$ cat src/rtl/glyph_tile_pkg.sv
// Shared definitions for the glyph tile address generator: glyph codes,
// the slot-table record and the sprite-sheet base-address lookup.
package glyph_tile_pkg;

    localparam logic [3:0] GLYPH_0     = 4'd0;
    localparam logic [3:0] GLYPH_1     = 4'd1;
    localparam logic [3:0] GLYPH_2     = 4'd2;
    localparam logic [3:0] GLYPH_3     = 4'd3;
    localparam logic [3:0] GLYPH_4     = 4'd4;
    localparam logic [3:0] GLYPH_5     = 4'd5;
    localparam logic [3:0] GLYPH_6     = 4'd6;
    localparam logic [3:0] GLYPH_7     = 4'd7;
    localparam logic [3:0] GLYPH_8     = 4'd8;
    localparam logic [3:0] GLYPH_9     = 4'd9;
    localparam logic [3:0] GLYPH_PLUS  = 4'd10;
    localparam logic [3:0] GLYPH_MINUS = 4'd11;
    localparam logic [3:0] GLYPH_MUL   = 4'd12;
    localparam logic [3:0] GLYPH_EQ    = 4'd13;
    localparam logic [3:0] GLYPH_BLANK = 4'd14;
    localparam logic [3:0] GLYPH_RSVD  = 4'd15;

    typedef struct packed {
        logic [9:0] x;
        logic [9:0] y;
        logic [3:0] code;
        logic       vis;
        logic       blink;
    } slot_t;

    localparam slot_t SLOT_RESET = '{x: 10'd0, y: 10'd0, code: GLYPH_BLANK,
                                     vis: 1'b0, blink: 1'b0};

    // Blank and reserved codes have no sheet entry; callers treat them as misses.
    function automatic logic [15:0] glyph_base(input logic [3:0] code);
        case (code)
            GLYPH_0:     glyph_base = 16'd23080;
            GLYPH_1:     glyph_base = 16'd23112;
            GLYPH_2:     glyph_base = 16'd23135;
            GLYPH_3:     glyph_base = 16'd23160;
            GLYPH_4:     glyph_base = 16'd23185;
            GLYPH_5:     glyph_base = 16'd23215;
            GLYPH_6:     glyph_base = 16'd23242;
            GLYPH_7:     glyph_base = 16'd23270;
            GLYPH_8:     glyph_base = 16'd44200;
            GLYPH_9:     glyph_base = 16'd44230;
            GLYPH_PLUS:  glyph_base = 16'd44255;
            GLYPH_MINUS: glyph_base = 16'd44275;
            GLYPH_MUL:   glyph_base = 16'd44300;
            GLYPH_EQ:    glyph_base = 16'd44330;
            default:     glyph_base = 16'd0;
        endcase
    endfunction

endpackage

$ cat src/rtl/glyph_slot_match.sv
// Per-slot combinational window test: reports a hit and the pixel offset
// inside the glyph for the current scan position.
module glyph_slot_match
    import glyph_tile_pkg::*;
#(
    parameter int GLYPH_W = 20,
    parameter int GLYPH_H = 20
) (
    input  slot_t       i_slot,
    input  logic [9:0]  i_h_cnt,
    input  logic [9:0]  i_v_cnt,
    input  logic        i_blink_phase,
    output logic        o_hit,
    output logic [5:0]  o_dx,
    output logic [5:0]  o_dy
);

    logic [10:0] w_h;
    logic [10:0] w_v;
    logic [10:0] w_x;
    logic [10:0] w_y;
    logic [10:0] w_x_end;
    logic [10:0] w_y_end;
    logic        w_in_x;
    logic        w_in_y;
    logic        w_code_ok;

    // 11-bit window ends keep slots near the right/bottom edge from wrapping.
    assign w_h     = {1'b0, i_h_cnt};
    assign w_v     = {1'b0, i_v_cnt};
    assign w_x     = {1'b0, i_slot.x};
    assign w_y     = {1'b0, i_slot.y};
    assign w_x_end = w_x + 11'(GLYPH_W);
    assign w_y_end = w_y + 11'(GLYPH_H);

    assign w_in_x    = (w_h >= w_x) && (w_h < w_x_end);
    assign w_in_y    = (w_v >= w_y) && (w_v < w_y_end);
    assign w_code_ok = (i_slot.code != GLYPH_BLANK) && (i_slot.code != GLYPH_RSVD);

    assign o_hit = i_slot.vis && w_code_ok && w_in_x && w_in_y
                   && !(i_slot.blink && i_blink_phase);
    assign o_dx  = 6'(i_h_cnt - i_slot.x);
    assign o_dy  = 6'(i_v_cnt - i_slot.y);

endmodule

$ cat src/rtl/glyph_tile_addr_gen.sv
// Two-stage scan-position to sprite-sheet address generator with a writable
// slot table. Blink gating and the frame counter exist only with GLYPH_TILE_BLINK_EN.
module glyph_tile_addr_gen
    import glyph_tile_pkg::*;
#(
    parameter int N_SLOTS   = 12,
    parameter int GLYPH_W   = 20,
    parameter int GLYPH_H   = 20,
    parameter int SHEET_W   = 320,
    parameter int ADDR_W    = 17,
    parameter int BG_ADDR   = 100,
    parameter int BLINK_BIT = 5
) (
    input  logic              clk,
    input  logic              rst,
    input  logic [9:0]        h_cnt,
    input  logic [9:0]        v_cnt,
    input  logic              scan_valid,
    input  logic              slot_we,
    input  logic [3:0]        slot_idx,
    input  logic [9:0]        slot_x,
    input  logic [9:0]        slot_y,
    input  logic [3:0]        slot_code,
    input  logic              slot_vis,
    input  logic              slot_blink,
    output logic [ADDR_W-1:0] pixel_addr,
    output logic              pixel_addr_valid,
    output logic [3:0]        hit_slot
);

    slot_t              r_slots [N_SLOTS];
    logic               w_blink_phase;
    logic [N_SLOTS-1:0] w_hit;
    logic [5:0]         w_dx [N_SLOTS];
    logic [5:0]         w_dy [N_SLOTS];

    logic               w_any;
    logic [3:0]         w_idx;
    logic [5:0]         w_sel_dx;
    logic [5:0]         w_sel_dy;
    logic [15:0]        w_sel_base;

    logic               r1_valid;
    logic               r1_hit;
    logic [3:0]         r1_idx;
    logic [5:0]         r1_dx;
    logic [5:0]         r1_dy;
    logic [15:0]        r1_base;
    logic [31:0]        w_addr_full;

    always_ff @(posedge clk) begin
        if (rst) begin
            for (int unsigned i = 0; i < N_SLOTS; i++) begin
                r_slots[i] <= SLOT_RESET;
            end
        end else if (slot_we && (32'(slot_idx) < N_SLOTS)) begin
            r_slots[slot_idx] <= '{x: slot_x, y: slot_y, code: slot_code,
                                   vis: slot_vis, blink: slot_blink};
        end
    end

`ifdef GLYPH_TILE_BLINK_EN
    logic [7:0] r_frame_cnt;

    always_ff @(posedge clk) begin
        if (rst) begin
            r_frame_cnt <= '0;
        end else if (scan_valid && (h_cnt == '0) && (v_cnt == '0)) begin
            r_frame_cnt <= r_frame_cnt + 8'd1;
        end
    end

    assign w_blink_phase = r_frame_cnt[BLINK_BIT];
`else
    // No frame counter: the phase is constant-false, so blinking slots always show.
    assign w_blink_phase = (BLINK_BIT < 0);
`endif

    for (genvar gi = 0; gi < N_SLOTS; gi++) begin : g_match
        glyph_slot_match #(
            .GLYPH_W (GLYPH_W),
            .GLYPH_H (GLYPH_H)
        ) u_match (
            .i_slot        (r_slots[gi]),
            .i_h_cnt       (h_cnt),
            .i_v_cnt       (v_cnt),
            .i_blink_phase (w_blink_phase),
            .o_hit         (w_hit[gi]),
            .o_dx          (w_dx[gi]),
            .o_dy          (w_dy[gi])
        );
    end

    // Lowest-index hit wins.
    always_comb begin
        w_any      = 1'b0;
        w_idx      = 4'hF;
        w_sel_dx   = '0;
        w_sel_dy   = '0;
        w_sel_base = '0;
        for (int unsigned i = 0; i < N_SLOTS; i++) begin
            if (w_hit[i] && !w_any) begin
                w_any      = 1'b1;
                w_idx      = 4'(i);
                w_sel_dx   = w_dx[i];
                w_sel_dy   = w_dy[i];
                w_sel_base = glyph_base(r_slots[i].code);
            end
        end
    end

    assign w_addr_full = 32'(r1_base) + 32'(r1_dx) + 32'(SHEET_W) * 32'(r1_dy);

    always_ff @(posedge clk) begin
        if (rst) begin
            r1_valid         <= 1'b0;
            r1_hit           <= 1'b0;
            r1_idx           <= 4'hF;
            r1_dx            <= '0;
            r1_dy            <= '0;
            r1_base          <= '0;
            pixel_addr       <= ADDR_W'(BG_ADDR);
            pixel_addr_valid <= 1'b0;
            hit_slot         <= 4'hF;
        end else begin
            r1_valid         <= scan_valid;
            r1_hit           <= w_any;
            r1_idx           <= w_idx;
            r1_dx            <= w_sel_dx;
            r1_dy            <= w_sel_dy;
            r1_base          <= w_sel_base;
            pixel_addr       <= r1_hit ? w_addr_full[ADDR_W-1:0] : ADDR_W'(BG_ADDR);
            pixel_addr_valid <= r1_valid;
            hit_slot         <= r1_hit ? r1_idx : 4'hF;
        end
    end

endmodule

$ cat config.mk
export PLATFORM = sky130hd
export DESIGN_NAME = glyph_tile_addr_gen
export DESIGN_NICKNAME = d
export VERILOG_FILES = /design/src/rtl/glyph_tile_pkg.sv /design/src/rtl/glyph_slot_match.sv /design/src/rtl/glyph_tile_addr_gen.sv
export SDC_FILE = /design/constraint.sdc
export NUM_CORES = 1
export LEC_CHECK = 0
export ABC_CLOCK_PERIOD_IN_PS = 11000
export BUFFER_PORTS_ARGS = -buffer_cell sky130_fd_sc_hd__buf_4
export CAP_MARGIN = 20
export CORE_MARGIN = 2
export CORE_UTILIZATION = 38
export DETAILED_ROUTE_END_ITERATION = 16
export PLACE_DENSITY = 0.63
export REMOVE_ABC_BUFFERS = 1
export SYNTH_ARGS = -nofsm -noshare
export SYNTH_HDL_FRONTEND = slang
export SYNTH_SLANG_ARGS = --single-unit
$ cat constraint.sdc
create_clock -name clk -period 11 [get_ports clk]
set_input_delay 0.55 -clock clk [delete_from_list [all_inputs] [get_ports clk]]
set_output_delay 0.55 -clock clk [all_outputs]
set_load 0.02 [all_outputs]
# --- Yosys cells after proc, flatten, opt, wreduce, memory -nomap -nowiden ---
# Memories as Yosys holds them, arrays and structs flattened.
# Cells that the tools add are included.
totals:
  latch_bits: 0
  output_inout_bits: 22
  mem_count: 13
  mem_bits_ro: 3072
  input_bits: 54
  reg_bits: 56
  elab_cells: 318
  mem_bits_rw: 312
op_classes:
  bitwise: 1
  shift: 0
  n_eq_ne: 24
  n_reduce_logical: 100
  n_mux: 68
  n_div: 0
  n_mul: 1
  order_cmp: 49
  n_addsub: 50
mem_list:
  columns: ["name", "depth", "word_bits", "rd", "rd_ports_with_merged_regs", "wr", "line", "source"]
  rows:
  - ["r_slots", 12, 26, 12, 0, 12, "glyph_tile_addr_gen.sv:31", "slot_t r_slots [N_SLOTS];"]
  - ["(no name shown)", 16, 16, 1, 0, 0, "glyph_tile_pkg.sv:35", "case (code)"]
  - ["(no name shown)", 16, 16, 1, 0, 0, "glyph_tile_pkg.sv:35", null]
  - ["(no name shown)", 16, 16, 1, 0, 0, "glyph_tile_pkg.sv:35", null]
  - ["(no name shown)", 16, 16, 1, 0, 0, "glyph_tile_pkg.sv:35", null]
  - ["(no name shown)", 16, 16, 1, 0, 0, "glyph_tile_pkg.sv:35", null]
  - ["7 more memories", null, null, null, null, null, null, null]
ops:
  columns: ["cell", "n"]
  rows:
  - ["adder 10 x 5 -> 11 bit (second input constant)", 24]
  - ["< comparator 10 x 11 -> 1 bit", 24]
  - ["greater-or-equal comparator 10 bit", 24]
  - ["2-to-1 mux 16 bit", 12]
  - ["2-to-1 mux 6 bit", 24]
  - ["subtractor 6 bit", 24]
  - ["!= test 4 bit (second input constant)", 24]
  - ["logical AND 1 bit", 84]
  - ["2-to-1 mux 4 bit", 9]
  - ["2-to-1 mux 26 bit", 1]
  - ["OR reduction 26 bit", 1]
  - ["2-to-1 mux 1 bit", 18]
  - ["adder 16 x 6 -> 17 bit", 1]
  - ["adder 17 x 15 -> 17 bit", 1]
  - ["2-to-1 mux 3 bit", 4]
  - ["logical NOT 1 bit", 11]
  - ["multiplier 3 x 6 -> 9 bit (first input constant)", 1]
  - ["OR reduction 5 bit", 1]
  - ["< comparator 4 bit (second input constant)", 1]
  - ["OR reduction 2 bit", 2]
  - ["OR reduction 3 bit", 1]
  - ["inverter 1 bit", 1]

# --- Logic depth before layout (Yosys ltp) ---
# An unclocked memory read counts as a cell.
depth:
  word_depth: 40
  ltp_mapped: 18
  depth_no_buf: 16

# --- Hierarchy ---
# From an unflattened synthesis, not the netlist that was laid out.
hier_totals:
  cells_unflattened: 3781
  area_unflattened_um2: 34675.8
modules_own_cells:
  columns: ["mod", "seq_area_each_um2", "area_each_um2", "n_inst", "cells_each"]
  rows:
  - ["glyph_tile_addr_gen", 10410.0, 18873.1, 1, 1705]
  - ["glyph_slot_match at g_match[1].u_match ...", 0.0, 1301.2, 7, 169]
  - ["glyph_slot_match at g_match[0].u_match ...", 0.0, 1338.8, 4, 179]
  - ["glyph_slot_match at g_match[7].u_match", 0.0, 1338.8, 1, 177]

# --- Worst setup path after synthesis ---
# Ideal clock, no wire load.
synth_path:
  kind: "input-to-reg"
  start: "input v_cnt[0]"
  end: "register r1_dx[5]"
  path_buffers: 2
  cell_stages: 17
  t_arrival_ns: 4.060
  slack_ns: 6.823
  path_cell_list: "inv_1 > ha_1 > inv_1 > fa_1 > a21o_1 > a21oi_1 > a31o_2 > a22oi_1 > and4_1 > a211o_4 > nor4_4 > or3b_1 > buf_6 > nor2_8 > buf_6 > nor2_1 > a32o_1"
synth_via:
  elab_chain_len: 37
synth_lines:
  columns: ["element", "line", "source"]
  rows:
  - ["start, declared", "glyph_tile_addr_gen.sv:17", "input logic [9:0] v_cnt,"]
  - ["< comparator 10 x 11 -> 1 bit or greater-or-equal comparator 10 bit (tied branches)", "glyph_slot_match.sv:37", "assign w_in_y = (w_v >= w_y) && (w_v < w_y_end);"]
  - ["logical AND 1 bit", "glyph_slot_match.sv:37", null]
  - ["logical AND 1 bit", "glyph_slot_match.sv:40", "assign o_hit = i_slot.vis && w_code_ok && w_in_x && w_in_y"]
  - ["2-to-1 mux 1 bit", "glyph_tile_addr_gen.sv:102", "if (w_hit[i] && !w_any) begin"]
  - ["logical NOT 1 bit", "glyph_tile_addr_gen.sv:102", null]
  - ["logical AND 1 bit", "glyph_tile_addr_gen.sv:102", null]
  - ["2-to-1 mux 1 bit", "glyph_tile_addr_gen.sv:102", null]
  - ["logical NOT 1 bit", "glyph_tile_addr_gen.sv:102", null]
  - ["[21 not listed]", null, null]
  - ["logical AND 1 bit", "glyph_tile_addr_gen.sv:102", null]
  - ["2-to-1 mux 1 bit", "glyph_tile_addr_gen.sv:102", null]
  - ["logical NOT 1 bit", "glyph_tile_addr_gen.sv:102", null]
  - ["logical AND 1 bit", "glyph_tile_addr_gen.sv:102", null]
  - ["2-to-1 mux 1 bit", "glyph_tile_addr_gen.sv:102", null]
  - ["logical NOT 1 bit", "glyph_tile_addr_gen.sv:102", null]
  - ["logical AND 1 bit", "glyph_tile_addr_gen.sv:102", null]
  - ["2-to-1 mux 6 bit (*)", "glyph_tile_addr_gen.sv:102", null]
  - ["end signal, assigned", "glyph_tile_addr_gen.sv:129", "r1_dx <= w_sel_dx;"]
  - ["end, declared", "glyph_tile_addr_gen.sv:46", "logic [5:0] r1_dx;"]
# Every way passes the cells marked *; elsewhere a longest branch is shown, timed or not.
# A chain may end at the register's enable or synchronous reset.

# --- Final worst setup path ---
layout_path:
  start: "input h_cnt[0]"
  end: "register r1_base[3]"
layout_via:
  elab_chain_len: 38
layout_lines:
  columns: ["element", "line", "source"]
  rows:
  - ["start, declared", "glyph_tile_addr_gen.sv:16", "input logic [9:0] h_cnt,"]
  - ["< comparator 10 x 11 -> 1 bit or greater-or-equal comparator 10 bit (tied branches)", "glyph_slot_match.sv:36", "assign w_in_x = (w_h >= w_x) && (w_h < w_x_end);"]
  - ["logical AND 1 bit", "glyph_slot_match.sv:36", null]
  - ["logical AND 1 bit (2 in series)", "glyph_slot_match.sv:40", null]
  - ["2-to-1 mux 1 bit", "glyph_tile_addr_gen.sv:102", null]
  - ["logical NOT 1 bit", "glyph_tile_addr_gen.sv:102", null]
  - ["logical AND 1 bit", "glyph_tile_addr_gen.sv:102", null]
  - ["2-to-1 mux 1 bit", "glyph_tile_addr_gen.sv:102", null]
  - ["logical NOT 1 bit", "glyph_tile_addr_gen.sv:102", null]
  - ["[21 not listed]", null, null]
  - ["logical AND 1 bit", "glyph_tile_addr_gen.sv:102", null]
  - ["2-to-1 mux 1 bit", "glyph_tile_addr_gen.sv:102", null]
  - ["logical NOT 1 bit", "glyph_tile_addr_gen.sv:102", null]
  - ["logical AND 1 bit", "glyph_tile_addr_gen.sv:102", null]
  - ["2-to-1 mux 1 bit", "glyph_tile_addr_gen.sv:102", null]
  - ["logical NOT 1 bit", "glyph_tile_addr_gen.sv:102", null]
  - ["logical AND 1 bit", "glyph_tile_addr_gen.sv:102", null]
  - ["2-to-1 mux 16 bit (*)", "glyph_tile_addr_gen.sv:102", null]
  - ["end signal, assigned", "glyph_tile_addr_gen.sv:131", "r1_base <= w_sel_base;"]
  - ["end, declared", "glyph_tile_addr_gen.sv:48", "logic [15:0] r1_base;"]
# Marked as above.

==> metrics.md <==
| Metric | Value |
|---|---|
| Commonest cells post-synth | `ha_1 (540), inv_1 (349), edfxtp_1 (300)` |
| Skew-Pair Late Insertion Delay | `0.60 ns` |
| Relative slew slack | `27.4%` |
| Post-Synthesis Cells | `3496` |
| Routed WL | `99100 µm` |
| Initial DRC Count | `2317` |
| Max VDD drop | `0.119 mV` |
| Area Growth Syn to Fin | `10.1%` |
| Vias per cell | `5.70` |
| Max-cap violation count | `0` |
| Synthesized flop and latch total | `352` |
| Top area cells in the synthesized netlist | `edfxtp_1 (28%), ha_1 (21%), and2_1 (5.1%), xnor2_1 (4.7%), inv_1 (4.0%)` |
| Final setup violating endpoints | `0` |
| Max-slew violations | `0` |
| Fin Setup TNS | `0 ns` |
| CP Max Fanout | `24` |
| Worst-Margin Slew | `1.09 ns` |
| Tmin final | `5.89 ns` |
| GRT Util Overall | `22.0%` |
| Core area | `85300 µm²` |
| Worst hold path stage count | `2` |
| Horiz. Die Dim | `297 µm` |
| DIE AREA | `88400 µm²` |
| Initial antenna violation count | `6` |
| Storage element area | `10000 µm²` |
| Final Hold Fails | `0` |
| Yosys synthesis warning count | `0` |
| CP max stage cell | `nand2_1` |
| Top cell type's share of synthesized area | `27.5%` |
| # port buffers | `74` |
| RSZ-0062 raised after global routing | `false` |
| Number of global-route vias before repair | `25800` |
| Synth Flop Type | `edfxtp_1` |
| Ys async rst share | `0%` |
| Fin util | `42.2%` |
| Fin crit share | `53.5%` |
| Multi-input logic area | `20900 µm²` |
| Crit path capture type | `register` |
| Resized cells post-CTS | `0` |
| Worst R2R Path Depth | `14` |
| HP Class | `primary input to register` |
| Die height | `297 µm` |
| # hold bufs at CTS | `0` |
| First-pass GRT wire length | `152000 µm` |
| Worst setup SP type | `primary input` |
| Crit-path max cell delay | `0.86 ns` |
| DRC viols | `0` |
| Root Driver | `clkbuf_16` |
| Pwr Density | `119 nW/µm²` |
| Worst-path cell chain | `buf_4 > inv_1 > ha_1 > inv_1 > fa_1 > nand3_1 > a31oi_1 > o21ai_0 > a22oi_1 > and4_1 > a211o_4 > nor4_4 > nand2_1 > nand2_1 > o311ai_0 > a221oi_2` |
| Post-Route Skew | `0.0228 ns` |
| WL/cell | `21.1 µm` |
| Crit path DAT | `6.38 ns` |
| Worst EP required | `11.50 ns` |
| Register area share after synthesis | `30.7%` |
| Total CTS buffers | `44` |
| Pre-antenna DRT Iters | `5` |
| Most frequent cell after synthesis | `ha_1` |
| Top Family by Delay on Critical Path | `simple AND/OR/NAND/NOR gates` |
| Worst path depth | `16` |
| WHS | `0.188 ns` |
| Initial core utilization | `38.4%` |
| H-tree levels | `2` |
| Area leader, netlist | `edfxtp_1` |
| Worst-path clk slew | `0.06 ns` |
| Syn Area/Cell | `9.36 µm²` |
| Post-route ant nets | `0` |
| Share of cells above drive strength 1 | `6.54%` |
| Post-DP HPWL | `72300 µm` |
| Post-CTS Setup Bufs | `0` |
| Clock Tree Buf Depth | `3` |
| Clk sinks | `352` |
| CTS tree | `built` |
| Post-synth EDFFs | `300` |
| Fill count | `8329` |
| Unique cell type count in the Yosys netlist | `91` |
| Vias | `26800` |
| Core Rows | `107` |
| Largest net degree at the start of global routing | `40` |
| Status | `finished, final reports clean` |
| Timing-limited maximum frequency | `170 MHz` |
| Final nets | `4145` |
| Grt ovf | `0` |
| GP Congestion | `0.948` |
| Post-synthesis cell area | `32700 µm²` |
| Leak | `15.4 nW` |
| I/O pin cnt | `76` |
| Critical path type | `primary input to register` |
| Critical path buffers and inverters | `3` |
## area by class of cell
cell class              count  share of cell area, %
diodes                      2                 0.0139
clock inverters            15                  0.466
well taps                1144                   3.98
flip-flops and latches    352                   27.9
multi-input cells        2673                   58.2
repair buffers            104                   2.17
inverters                 350                   3.65
clock buffers              66                   3.63
## layout by cell type, fill, tap and decap left out, types with 19 or more instances in the layout
cell type,count
a2111oi_0,19
a211oi_1,25
a21o_1,41
a21oi_1,165
a31oi_1,36
and2_1,269
buf_4,104
clkbuf_16,46
dfxtp_1,52
edfxtp_1,300
fa_1,26
ha_1,540
inv_1,349
nand2_1,155
nand2b_1,51
nand3_1,66
nand4_1,35
nor2_1,163
nor2b_1,44
nor3_1,62
o2111ai_1,36
o211ai_1,35
o21a_1,53
o21ai_0,196
o221ai_1,23
o22ai_1,43
or3_1,43
xnor2_1,175
xor2_1,69
## metrics by stage
| step | cell area [µm²] | setup slack (ns) | power (mW) | std cells |
|---|---|---|---|---|
| final | 36000 | 5.11 | 4.28 | 4706 |
| after global routing | 36000 | 4.91 | 4.50 | 4704 |
| after CTS | 36000 | 5.29 | 4.29 | 4704 |
| after detailed placement | 34500 | 4.68 | 2.77 | 4623 |
| after global placement | 34500 | 4.68 | 2.75 | 4623 |
| after floorplan | 32200 | 6.21 | 2.39 | 3375 |
## registers in the layout (all words and copies together) (netlist names)
register and cells:
hit_slot 4, pixel_addr 17, pixel_addr_valid 1, r1_base 12, r1_dx 6, r1_dy 6, r1_hit 1, r1_idx 4
r1_valid 1, r_slots 300
## logic make-up (layout without fill, tap and decap cells)
logic type | after synthesis | after routing | synth area share [%]
simple gates | 980 | 980 | 16.2
compound gates | 856 | 856 | 17.6
fa+ha+maj | 566 | 566 | 22.2
buf+inv | 471 | 535 | 5.50
flops | 352 | 352 | 30.7
xor+xnor | 244 | 244 | 6.53
mux | 27 | 27 | 1.25
other cells | 0 | 2 | 0
## routing by layer
layer / up-vias / routed length (µm) / part of all wire, % / global-route usage, %
met2: 883 / 43700 / 44 / 35.0
met1: 13000 / 45300 / 46 / 31.2
met3: 182 / 7130 / 7.2 / 2.67
met4: 2 / 2990 / 3.0 / 6.96
met5: - / 13 / 0.013 / 0
li1: 12800 / - / - / -
## path summary, 6_finish.rpt
kind	from	end	slack [ns]
setup / recovery	h_cnt[0]	r1_base[3]	5.11
hold reg to reg	r1_idx[1]	hit_slot[1]	0.41
setup reg to reg	r_slots[0][18]	r1_base[3]	5.22
hold / removal	scan_valid	r1_valid	0.19
## power by group
part	switching, mW	total [mW]	internal (mW)
clock network	0.625	1.52	0.892
logic	0.681	1.14	0.462
registers	0.0911	1.62	1.53
Note: power is estimated with default switching activity, not from simulation.
